`config.mk`:
```
export PLATFORM = sky130hd
export DESIGN_NAME = trg_exec_sequencer
export DESIGN_NICKNAME = d
export VERILOG_FILES = /design/src/rtl/trg_exec_sequencer.sv
export SDC_FILE = /design/constraint.sdc
export NUM_CORES = 1
export LEC_CHECK = 0
export CAP_MARGIN = 20
export CORE_ASPECT_RATIO = 0.6
export CORE_MARGIN = 3
export CORE_UTILIZATION = 45
export CTS_BUF_LIST = sky130_fd_sc_hd__clkbuf_4 sky130_fd_sc_hd__clkbuf_8
export CTS_CLUSTER_DIAMETER = 40
export CTS_CLUSTER_SIZE = 25
export DETAILED_ROUTE_END_ITERATION = 8
export GPL_ROUTABILITY_DRIVEN = 0
export PLACE_DENSITY = 0.76
export SLEW_MARGIN = 10
export SYNTH_ARGS = -nofsm -noshare
export SYNTH_HDL_FRONTEND = slang
export SYNTH_SLANG_ARGS = --single-unit
```
`constraint.sdc`:
```
create_clock -name AXIS_ACLK -period 12.8 [get_ports AXIS_ACLK]
set_clock_uncertainty 0.2 [all_clocks]
set_input_delay 2.56 -clock AXIS_ACLK [delete_from_list [all_inputs] [get_ports AXIS_ACLK]]
set_output_delay 2.56 -clock AXIS_ACLK [all_outputs]
set_load 0.05 [all_outputs]
```
`src/rtl/trg_exec_sequencer.sv`:
```
// Run-control sequencer for the minimum-trigger datapath: calibrates the ADC baseline,
// then arms the trigger block and counts trigger rising edges until stopped or at the limit.
module trg_exec_sequencer #(
    parameter int unsigned ADC_RESOLUTION_WIDTH = 12,
    parameter int unsigned S_AXIS_TDATA_WIDTH   = 128,
    parameter int unsigned CALIB_LOG2           = 4,
    parameter int unsigned TRG_COUNT_WIDTH      = 16
) (
    input  logic                            AXIS_ACLK,
    input  logic                            AXIS_ARESET,
    input  logic [S_AXIS_TDATA_WIDTH-1:0]   S_AXIS_TDATA,
    input  logic                            START,
    input  logic                            STOP,
    input  logic [TRG_COUNT_WIDTH-1:0]      TRG_LIMIT,
    input  logic                            TRIGGERD_FLAG,
    output logic [1:0]                      EXEC_STATE,
    output logic [ADC_RESOLUTION_WIDTH-1:0] BASELINE,
    output logic                            CALIB_DONE,
    output logic                            BUSY,
    output logic [TRG_COUNT_WIDTH-1:0]      TRG_COUNT
);

    localparam int unsigned Lanes    = S_AXIS_TDATA_WIDTH / 16;
    localparam int unsigned LaneLog2 = $clog2(Lanes);
    localparam int unsigned SumW     = ADC_RESOLUTION_WIDTH + LaneLog2;
    localparam int unsigned AccW     = SumW + CALIB_LOG2;
    localparam int unsigned Shift    = CALIB_LOG2 + LaneLog2;
    localparam int unsigned BeatW    = (CALIB_LOG2 > 0) ? CALIB_LOG2 : 1;
    localparam logic [BeatW-1:0] BeatLast = BeatW'((1 << CALIB_LOG2) - 1);

    typedef enum logic [1:0] {StIdle, StCalib, StCalc, StRun} state_e;

    state_e                            state_q, state_d;
    logic signed [AccW-1:0]            acc_q, acc_d;
    logic [BeatW-1:0]                  beat_q, beat_d;
    logic [TRG_COUNT_WIDTH-1:0]        cnt_q, cnt_d;
    logic [ADC_RESOLUTION_WIDTH-1:0]   base_q, base_d;
    logic                              prev_q;
    logic [1:0]                        exec_q, exec_d;
    logic                              done_q, done_d;
    logic                              busy_q, busy_d;

    logic signed [SumW-1:0]                 lane_sum;
    logic signed [ADC_RESOLUTION_WIDTH-1:0] sample;
    logic signed [AccW-1:0]                 acc_shr;
    logic [TRG_COUNT_WIDTH-1:0]             cnt_inc;
    logic                                   rise;

    always_comb begin
        lane_sum = '0;
        sample   = '0;
        for (int i = 0; i < Lanes; i++) begin
            sample   = S_AXIS_TDATA[16*i+15 -: ADC_RESOLUTION_WIDTH];
            lane_sum = lane_sum + SumW'(sample);
        end
    end

    // Arithmetic shift floors toward negative infinity, matching the averaging intent.
    assign acc_shr = acc_q >>> Shift;
    assign rise    = TRIGGERD_FLAG & ~prev_q;
    assign cnt_inc = (cnt_q == '1) ? cnt_q : cnt_q + TRG_COUNT_WIDTH'(1);

    always_comb begin
        state_d = state_q;
        acc_d   = acc_q;
        beat_d  = beat_q;
        cnt_d   = cnt_q;
        base_d  = base_q;
        if (STOP) begin
            state_d = StIdle;
        end else if (START) begin
            state_d = StCalib;
            acc_d   = '0;
            beat_d  = '0;
            cnt_d   = '0;
        end else begin
            case (state_q)
                StIdle: state_d = StIdle;
                StCalib: begin
                    acc_d  = acc_q + AccW'(lane_sum);
                    beat_d = beat_q + BeatW'(1);
                    if (beat_q == BeatLast) begin
                        state_d = StCalc;
                    end
                end
                StCalc: begin
                    base_d  = acc_shr[ADC_RESOLUTION_WIDTH-1:0];
                    state_d = StRun;
                end
                StRun: begin
                    if (rise) begin
                        cnt_d = cnt_inc;
                        // Only equality on an increment stops; a lowered limit is ignored.
                        if ((TRG_LIMIT != '0) && (cnt_inc == TRG_LIMIT)) begin
                            state_d = StIdle;
                        end
                    end
                end
                default: state_d = StIdle;
            endcase
        end
    end

    // Status outputs are registered images of the current state.
    always_comb begin
        exec_d = (state_q == StRun) ? 2'b11 : 2'b00;
        done_d = (state_q == StRun);
        busy_d = (state_q != StIdle);
    end

    always_ff @(posedge AXIS_ACLK or posedge AXIS_ARESET) begin
        if (AXIS_ARESET) begin
            state_q <= StIdle;
            acc_q   <= '0;
            beat_q  <= '0;
            cnt_q   <= '0;
            base_q  <= '0;
            prev_q  <= 1'b0;
            exec_q  <= 2'b00;
            done_q  <= 1'b0;
            busy_q  <= 1'b0;
        end else begin
            state_q <= state_d;
            acc_q   <= acc_d;
            beat_q  <= beat_d;
            cnt_q   <= cnt_d;
            base_q  <= base_d;
            prev_q  <= TRIGGERD_FLAG;
            exec_q  <= exec_d;
            done_q  <= done_d;
            busy_q  <= busy_d;
        end
    end

    assign EXEC_STATE = exec_q;
    assign BASELINE   = base_q;
    assign CALIB_DONE = done_q;
    assign BUSY       = busy_q;
    assign TRG_COUNT  = cnt_q;

endmodule

```
==> results_dict.tcl <==
set metrics [dict create \
    syn_area_per_cell_um2 9.77 \
    clock_latency_ps 320 \
    ys_seq_area_share_pct 21.0 \
    cts_max_level 2 \
    antenna_found_initial 0 \
    cp_max_fo 3 \
    power_density_mw_per_mm2 266 \
    synth.most_common_cell "inv_1" \
    endpoint_kind "flip-flop" \
    dieArea_mm2 0.0163 \
    coreArea_mm2 0.0140 \
    yosysTopAreaCell "fa_1" \
    comb_power_share_pct 83.4 \
    drc 0 \
    max_freq_ghz 0.129 \
    num-fill-cells 1217 \
    finalSetupViolations 0 \
    synth_common_cells "inv_1, fa_1, dfrtp_1" \
    drtPass1Iterations 5 \
    grt_max_degree 57 \
    cts_num_sinks 56 \
    syn-instance-count 682 \
    max-slew-margin-rel_pct 41.8 \
    cts-root-buf "clkbuf_8" \
    grt_first_pass_wirelength_um 27600 \
    cts_resized 0 \
    hold_buffers 0 \
    grt-ovfl-total 0 \
    initial_utilization_pct 47.4 \
    synth_ff_type "dfrtp_1" \
    layout_min_cycle_time_ps 7740 \
    ys_top_cells_by_area "fa_1, dfrtp_1, inv_1, ha_1, xnor2_1" \
    p_switching_mw 1.12 \
    ir_drop_v 0.000229 \
    total_power_mw 2.24 \
    syn-num-nets 963 \
    rsz0062_at_grt "no" \
    cts_tree "built" \
    cts_setup_buffers 0 \
    wirelength_um 16300 \
    placedInstanceArea_mm2 0.00831 \
    required_ps 12800 \
    synthArstFlopShare_pct 100 \
    stdcell_area_mm2 0.00843 \
    diodes 0 \
    drv_cap 0 \
    wl_per_cell_um 16.1 \
    syn_to_final_growth_pct 26.6 \
    p_int_mw 1.12 \
    netlist.area_leader.share_pct 31.6 \
    fin_nets 1100 \
    vias 5364 \
    path_class "in -> reg" \
    die_width_um 163 \
    hold_violations 0 \
    rows 33 \
    clkPwrFrac_pct 5.6 \
    netlist-cell-type-count 65 \
    grtUsageTotal_pct 21.0 \
    port_buffers 148 \
    clkTransAtPathRegs_ps 100 \
    ys_seq_elements 56 \
    holdPathStages 1 \
    swShare_pct 50.0 \
    period_share_pct 60.4 \
    cts.path.max_buffers 2 \
    fin_util_pct 60.1 \
    die_y_um 100 \
    cts_buffers 5 \
    finalMaxSlewViolations 0 \
    netlist_area_mm2 0.00666 \
    drt-initial-drc-count 390 \
    synth_edf_count 0 \
    boundaryPins 181 \
    final-seq-area_mm2 0.00140 \
    seqPwrFrac_pct 11.0 \
    ys_warn_count 0 \
    drive_gt1_share_pct 5.00 \
    leakagePower_nw 3.90 \
    ant_nets 0 \
    start_kind "input port" \
    tightest_slew_ps 870 \
    r2r_cells 16 \
    hp-class "reg -> reg" \
    status "completed" \
    whs_ps 293 \
    tns_ps 0 \
    hpwl_um 13700 \
    vias_per_cell 5.30 \
    multi_input_area_mm2 0.00457 \
    grt_pass1_vias 5335 \
    crit_arrival_ps 7740 \
]
==> sequential cells by signal, summed over array words and instances (netlist names) <==
signal,cells
state_q,2
BUSY,1
BASELINE,12
beat_q,4
TRG_COUNT,16
prev_q,1
EXEC_STATE,1
acc_q,19
==> per-stage QoR <==
step | worst slack [ps] | cells
after floorplan | 5640 | 682
after CTS | 5070 | 1011
final | 5060 | 1012
after global placement | 4820 | 1003
after global routing | 4830 | 1012
after detailed placement | 4820 | 1003
==> critical path: stages <==
cell and delay (ps):
clkdlybuf4s50_1 450, inv_1 60, fa_1 540, inv_1 60
fa_1 510, fa_1 550, inv_1 50, fa_1 540
inv_1 40, ha_1 230, fa_1 410, a21oi_1 260
o211ai_1 200, a311o_1 350, a21oi_1 250, o21ai_0 170
a31oi_1 230, xnor2_1 90, a22o_1 200
==> layer usage <==
| metal | vias up | GRT usage [%] | part of all wire (%) | wire length (um) |
|---|---|---|---|---|
| li1 | 2514 | - | - | - |
| met1 | 2597 | 34.4 | 50 | 8110 |
| met2 | 238 | 28.7 | 40 | 6490 |
| met3 | 13 | 4.74 | 9.6 | 1560 |
| met4 | 2 | 2.47 | 0.72 | 117 |
| met5 | - | 1.82 | 0.23 | 38 |
==> area by class of cell <==
class,count,area share [%]
clock buffer,6,0.979
timing repair buffer,152,17.9
inverter,156,6.94
sequential,56,16.6
clock inverter,2,0.460
multi-input combinational,448,54.2
tap,192,2.85
==> placed cells by master, fill, tap and decap left out, types with 13 or more instances in the layout <==
cell	n
nand3_1	13
a21oi_1	28
inv_1	155
nand2_1	35
o21ai_0	27
fa_1	105
mux2_2	13
a22o_1	16
clkdlybuf4s50_1	148
dfrtp_1	56
ha_1	27
xnor2_1	23
nor2_1	24
==> cell families after synthesis <==
| logic type | after synthesis | share of synthesized area, % |
|---|---|---|
| compound gates | 125 | 12.7 |
| xor+xnor | 32 | 4.41 |
| fa+ha+maj | 132 | 36.6 |
| buf+inv | 178 | 10.3 |
| flops | 56 | 21.0 |
| mux | 15 | 2.50 |
| simple gates | 144 | 12.3 |
==> power groups by stage <==
| stage | Clock, mW | Sequential (mW) | Combinational, mW |
|---|---|---|---|
| detailed placement | 0 | 0.250 | 1.85 |
| global placement | 0 | 0.250 | 1.80 |
| global route | 0.139 | 0.252 | 2.15 |
| finish | 0.126 | 0.247 | 1.87 |
| CTS | 0.132 | 0.247 | 1.87 |
| floorplan | 0 | 0.275 | 1.43 |
==> final timing paths <==
check	slack [ps]	from	to
hold / removal	290	beat_q[3]$_DFFE_PP0P_	beat_q[3]$_DFFE_PP0P_
setup reg to reg	7600	acc_q[2]$_DFFE_PP0P_	acc_q[18]$_DFFE_PP0P_
hold reg to reg	290	beat_q[3]$_DFFE_PP0P_	beat_q[3]$_DFFE_PP0P_
max in group asynchronous	9360	AXIS_ARESET	acc_q[10]$_DFFE_PP0P_
setup / recovery	5060	S_AXIS_TDATA[6]	acc_q[18]$_DFFE_PP0P_
min in group asynchronous	2550	AXIS_ARESET	BASELINE[10]$_DFFE_PP0P_
Power figures use the tool's default switching activity.
